$ cat src/rtl/pwm_fade_if.sv
// Command and duty bus between the fade sequencer and its controller/PWM side.
// Start is a one-cycle strobe with no ready: it is accepted in any state
// unless Stop is high in the same cycle, and Mode/Target are sampled with it.
interface pwm_fade_if;
   logic [7:0] Q;
   logic       Start;
   logic [1:0] Mode;
   logic [7:0] Target;
   logic       Stop;
   logic [7:0] Duty;
   logic       Busy;
   logic       Done;
   logic [2:0] state_dbg;

   modport master (
      output Q, Start, Mode, Target, Stop,
      input  Duty, Busy, Done, state_dbg
   );

   modport slave (
      input  Q, Start, Mode, Target, Stop,
      output Duty, Busy, Done, state_dbg
   );
endinterface

$ cat src/rtl/pwm_fade_ctrl.sv
// PWM duty sequencer: immediate set, linear fade and breathing, with every
// duty change aligned to the PWM wrap (Q == FF) so no period is truncated.
module pwm_fade_ctrl #(
   parameter int unsigned STEP_PERIODS = 4,
   parameter int unsigned STEP         = 1
) (
   input logic         CLOCK_50,
   input logic         Reset,
   pwm_fade_if.slave   bus
);

   typedef enum logic [2:0] {
      S_IDLE  = 3'd0,
      S_SET   = 3'd1,
      S_FADE  = 3'd2,
      S_BR_UP = 3'd3,
      S_BR_DN = 3'd4
   } state_t;

   localparam logic [7:0] STEP_W  = 8'(STEP);
   localparam logic [7:0] PC_LAST = 8'(STEP_PERIODS - 1);

   state_t     state, state_nxt;
   logic [7:0] duty_q, duty_nxt;
   logic [7:0] t_q;
   logic [7:0] pc_q;
   logic       busy_q;
   logic       done_q, done_nxt;

   logic       tick, step, start_acc;
   logic [8:0] up_sum, dn_dif;
   logic [7:0] toward_t, dn_sat;

   function automatic state_t mode_state(input logic [1:0] m);
      case (m)
         2'b01:   return S_FADE;
         2'b10:   return S_BR_UP;
         default: return S_SET;
      endcase
   endfunction

   assign tick      = (bus.Q == 8'hFF);
   assign step      = tick && (pc_q == PC_LAST);
   assign start_acc = bus.Start && !bus.Stop;

   // 9-bit arithmetic so the carry/borrow tells us when to clamp.
   always_comb begin
      up_sum   = {1'b0, duty_q} + {1'b0, STEP_W};
      dn_dif   = {1'b0, duty_q} - {1'b0, STEP_W};
      dn_sat   = dn_dif[8] ? 8'd0 : dn_dif[7:0];
      toward_t = t_q;
      if (duty_q < t_q)
         toward_t = (up_sum > {1'b0, t_q}) ? t_q : up_sum[7:0];
      else if (duty_q > t_q)
         toward_t = (dn_dif[8] || (dn_dif[7:0] < t_q)) ? t_q : dn_dif[7:0];
   end

   always_ff @(posedge CLOCK_50) begin
      if (Reset) begin
         state  <= S_IDLE;
         duty_q <= 8'd0;
         t_q    <= 8'd0;
         pc_q   <= 8'd0;
         busy_q <= 1'b0;
         done_q <= 1'b0;
      end else begin
         state  <= state_nxt;
         duty_q <= duty_nxt;
         done_q <= done_nxt;
         busy_q <= (state_nxt != S_IDLE);
         if (start_acc)
            t_q <= bus.Target;
         if (start_acc || step)
            pc_q <= 8'd0;
         else if (tick)
            pc_q <= pc_q + 8'd1;
      end
   end

   always_comb begin
      state_nxt = state;
      if (state == S_IDLE) begin
         if (start_acc)
            state_nxt = mode_state(bus.Mode);
      end else if (bus.Stop) begin
         state_nxt = S_IDLE;
      end else if (bus.Start) begin
         state_nxt = mode_state(bus.Mode);
      end else begin
         case (state)
            S_SET:   if (tick) state_nxt = S_IDLE;
            S_FADE:  if (step && (toward_t == t_q)) state_nxt = S_IDLE;
            S_BR_UP: if (step && (toward_t == t_q)) state_nxt = S_BR_DN;
            S_BR_DN: if (step && (dn_sat == 8'd0)) state_nxt = S_BR_UP;
            default: state_nxt = S_IDLE;
         endcase
      end
   end

   // A restart or abort consumes the current tick: no duty change, no Done.
   always_comb begin
      duty_nxt = duty_q;
      done_nxt = 1'b0;
      if ((state != S_IDLE) && !bus.Stop && !bus.Start) begin
         case (state)
            S_SET: if (tick) begin
               duty_nxt = t_q;
               done_nxt = 1'b1;
            end
            S_FADE: if (step) begin
               duty_nxt = toward_t;
               done_nxt = (toward_t == t_q);
            end
            S_BR_UP: if (step) duty_nxt = toward_t;
            S_BR_DN: if (step) duty_nxt = dn_sat;
            default: duty_nxt = duty_q;
         endcase
      end
   end

   assign bus.Duty      = duty_q;
   assign bus.Busy      = busy_q;
   assign bus.Done      = done_q;
   assign bus.state_dbg = state;

endmodule
$ cat src/flat_wrapper.sv
// flat-port wrapper written by rule: the top's interface ports become plain ports
module pwm_fade_ctrl_flat 
#(
   parameter int unsigned STEP_PERIODS = 4,
   parameter int unsigned STEP         = 1
)
  (CLOCK_50, Reset, bus_Q, bus_Start, bus_Mode, bus_Target, bus_Stop, bus_Duty, bus_Busy, bus_Done, bus_state_dbg);
  pwm_fade_if bus_i ();
  input logic CLOCK_50;
  input logic Reset;
  input wire logic [$bits(bus_i.Q)-1:0] bus_Q;
  input wire logic [$bits(bus_i.Start)-1:0] bus_Start;
  input wire logic [$bits(bus_i.Mode)-1:0] bus_Mode;
  input wire logic [$bits(bus_i.Target)-1:0] bus_Target;
  input wire logic [$bits(bus_i.Stop)-1:0] bus_Stop;
  output wire logic [$bits(bus_i.Duty)-1:0] bus_Duty;
  output wire logic [$bits(bus_i.Busy)-1:0] bus_Busy;
  output wire logic [$bits(bus_i.Done)-1:0] bus_Done;
  output wire logic [$bits(bus_i.state_dbg)-1:0] bus_state_dbg;
  assign bus_i.Q = bus_Q;
  assign bus_i.Start = bus_Start;
  assign bus_i.Mode = bus_Mode;
  assign bus_i.Target = bus_Target;
  assign bus_i.Stop = bus_Stop;
  assign bus_Duty = bus_i.Duty;
  assign bus_Busy = bus_i.Busy;
  assign bus_Done = bus_i.Done;
  assign bus_state_dbg = bus_i.state_dbg;
  pwm_fade_ctrl #(.STEP_PERIODS(STEP_PERIODS), .STEP(STEP)) u_core (.CLOCK_50(CLOCK_50), .Reset(Reset), .bus(bus_i));
endmodule
$ cat config.mk
export PLATFORM = sky130hd
export DESIGN_NAME = pwm_fade_ctrl_flat
export DESIGN_NICKNAME = d
export VERILOG_FILES = /design/src/rtl/pwm_fade_if.sv /design/src/rtl/pwm_fade_ctrl.sv /design/src/flat_wrapper.sv
export SDC_FILE = /design/constraint.sdc
export NUM_CORES = 1
export LEC_CHECK = 0
export BUFFER_PORTS_ARGS = -buffer_cell sky130_fd_sc_hd__buf_2
export CORE_UTILIZATION = 60
export DETAILED_ROUTE_END_ITERATION = 10
export GPL_TIMING_DRIVEN = 1
export PLACE_DENSITY = 0.86
export SETUP_SLACK_MARGIN = 0.4
export SLEW_MARGIN = 0
export SYNTH_ARGS = -nofsm -noshare
export SYNTH_HDL_FRONTEND = slang
export SYNTH_SLANG_ARGS = --single-unit
export TNS_END_PERCENT = 5
$ cat constraint.sdc
create_clock -name CLOCK_50 -period 5.9 [get_ports CLOCK_50]
set_clock_uncertainty 0.1 [all_clocks]
set_input_delay 1.18 -clock CLOCK_50 [delete_from_list [all_inputs] [get_ports CLOCK_50]]
set_output_delay 1.18 -clock CLOCK_50 [all_outputs]
set_load 0.01 [all_outputs]
==> results.json <==
{
  "ys_seq_elements": 29,
  "final_antenna_net_count": 0,
  "die_width_um": 69.6,
  "grt_max_degree": 23,
  "dp.final_hpwl_um": 5550,
  "slew-limit-headroom_pct": 46.6,
  "post_cts_buffers": 0,
  "start_util_pct": 62.5,
  "vias": 2755,
  "drive_above_1_share_pct": 14.1,
  "die-area_mm2": 0.00484,
  "cts_hold_buf": 0,
  "core-area_mm2": 0.00438,
  "globalplace.congestion": 1.04,
  "cts-root-buf": "clkbuf_8",
  "p_leak_uw": 0.00122,
  "path_class": "register to register",
  "vias_per_cell": 6.33,
  "hold_viol_final": 0,
  "critPathTopFamily": "compound AO/OA/AOI/OAI gates",
  "p_switching_uw": 127,
  "cts_made_buffers": 5,
  "drtPass1Iterations": 5,
  "status": "complete, no violations",
  "ys_warn_count": 0,
  "critical_path.cell_chain": "inv_1 > ha_1 > nor4b_2 > nor2b_1 > xor2_1 > ha_1 > a21o_1 > a21oi_1 > a21oi_2 > a22oi_1 > o211ai_1 > a2111o_1 > or3_1 > a21oi_1",
  "antenna_found_initial": 0,
  "final_util_pct": 67.2,
  "port_buffers": 34,
  "report.final.slew_viol_count": 0,
  "cts_tree": "yes",
  "p_seq_share_pct": 45.8,
  "power.internal_uw": 326,
  "pwr_density_cell_mw_per_mm2": 154,
  "floorplan.rows": 24,
  "ys_types": 62,
  "tns_ns": 0,
  "grt_pass1_vias": 2494,
  "arrival_ns": 4.50,
  "cpPeakStageDelay_ns": 0.52,
  "critPathLaunchType": "register",
  "track_usage_pct": 31.4,
  "cts_resized": 0,
  "cp_max_fo": 13,
  "cp-end-kind": "register",
  "n_antenna_cell": 0,
  "fmax_ghz": 0.228,
  "route.detailed.drc": 0,
  "pwr-share-comb_pct": 18.5,
  "final_nets": 432,
  "synth_area_leader_cell": "dfxtp_1",
  "synthTopCellsByArea": "dfxtp_1 21%, ha_1 12%, nand2_1 5.8%, a21oi_1 4.9%, nor2_1 4.9%",
  "ir_worst_vdd_v": 0.000201,
  "ctsLongestPathBuffers": 2,
  "setup_viol": 0,
  "netlist_top_cells_count": "42 x nand2_1, 36 x nor2_1, 29 x dfxtp_1, 27 x a21oi_1, 27 x ha_1",
  "clockPowerShare_pct": 35.8,
  "gr-total-overflow": 0,
  "tightestPinTransition_ns": 0.790,
  "synthesis.area_mm2": 0.00274,
  "clock-sinks": 29,
  "synth_edf_count": 0,
  "instances_no_fill": 435,
  "crit_slowest_cell": "a22oi_1",
  "rsz0062_at_grt": "no",
  "yosysSeqAreaShare_pct": 21.2,
  "cp_data_required_time_ns": 6.01,
  "synthArstFlopShare_pct": 0,
  "clk_latency_ns": 0.28,
  "period_needed_ns": 4.39,
  "syn2layout_area_growth_pct": 7.44,
  "synth-main-ff-cell": "dfxtp_1",
  "cts.htree.levels": 2,
  "die_h_um": 69.6,
  "clkTransAtPathRegs_ns": 0.06,
  "placedCellCount": 428,
  "netlist.area_leader.share_pct": 21.2,
  "netlist_instances": 360,
  "drtIter0Drc": 400,
  "ios": 35,
  "hp-class": "register to register",
  "path_buf_inv": 1,
  "maxCapViolations": 0,
  "wirelength_um": 7370,
  "grt_pass1_wl_um": 12000,
  "finalCritPeriodShare_pct": 74.4,
  "wl_per_cell_um": 16.9,
  "sw_frac_of_total_pct": 28.1,
  "synth.avg_cell_area_um2": 7.61,
  "synth_most_common_cell": "nand2_1",
  "syn-num-nets": 409
}
-- layout by cell type (no fill, tap or decap), types with 4 or more instances in the layout --
cell type	instances
clkbuf_8	6
dfxtp_1	29
nand2b_1	7
a21o_1	4
a21oi_1	27
nand3_1	13
ha_1	27
buf_2	34
xnor2_1	9
o22ai_1	7
o21ai_0	11
nand4_1	8
a22oi_1	5
xor2_1	14
inv_1	22
nor3_1	6
nor2_1	36
o211ai_1	5
nor2b_1	7
nand2_1	42
-- cell families after synthesis --
| family | Yosys count | synth area share (%) |
|---|---|---|
| xor+xnor | 23 | 7.35 |
| fa+ha+maj | 27 | 12.3 |
| flops | 29 | 21.2 |
| simple gates | 143 | 27.1 |
| mux | 3 | 1.10 |
| compound gates | 95 | 23.7 |
| buf+inv | 40 | 7.30 |
-- area by class of cell --
cell class	count	area (um2)
multi-input cells	291	1960
fillers	358	1440
repair buffers	34	170
clock buffers	7	86.3
inverters	22	82.6
well taps	52	65.1
flip-flops and latches	29	581
-- routing by layer --
layer | part of all wire (%) | vias up | wire length, um | track usage (%)
met2 | 44 | 123 | 3270 | 48.0
met3 | 8.0 | 30 | 589 | 6.83
li1 | - | 1350 | - | -
met4 | 3.2 | 0 | 239 | 13.2
met1 | 44 | 1252 | 3270 | 42.7
met5 | 0 | - | 0 | 0
-- worst paths after layout --
| check | slack, ns | cells after the start | end | start |
|---|---|---|---|---|
| setup / recovery | 1.51 | 14 | u_core.bus.Done$_SDFF_PP0_ | u_core.bus.Duty[0]$_SDFFE_PP0P_ |
| hold / removal | 0.43 | 2 | u_core.pc_q[7]$_SDFFE_PP0P_ | u_core.pc_q[7]$_SDFFE_PP0P_ |
| setup reg to reg | 1.51 | 14 | u_core.bus.Done$_SDFF_PP0_ | u_core.bus.Duty[0]$_SDFFE_PP0P_ |
| hold reg to reg | 0.43 | 2 | u_core.pc_q[7]$_SDFFE_PP0P_ | u_core.pc_q[7]$_SDFFE_PP0P_ |
-- power by group through the flow --
stage	clock [uW]	combinational, uW	sequential, uW
after floorplan	0	60.9	208
after global placement	0	80.8	211
after detailed placement	0	81.0	211
after CTS	166	81.7	207
after global routing	174	90.9	208
final	162	83.7	207
-- flip-flops by register name, indices dropped and copies added, names as in the netlist --
| register | cells |
|---|---|
| u_core.t_q | 8 |
| u_core.bus.Done | 1 |
| u_core.bus.state_dbg | 3 |
| u_core.bus.Duty | 8 |
| u_core.bus.Busy | 1 |
| u_core.pc_q | 8 |
-- stage by stage --
step	total power, uW	worst slack (ns)	hold WS, ns	area [um2]
4_1_cts	454	1.60	0.436	2950
2_1_floorplan	269	2.19	0.363	2740
3_5_place_dp	292	1.62	0.414	2860
5_1_grt	473	1.17	0.469	2950
3_3_place_gp	292	1.63	0.400	2860
6_report	453	1.51	0.430	2950
-- tightest hold or removal path, stage by stage (launching register included) --
cell and delay, ns:
dfxtp_1 0.35, xor2_1 0.07, nor2_1 0.08
(Power assumes the default switching activity.)
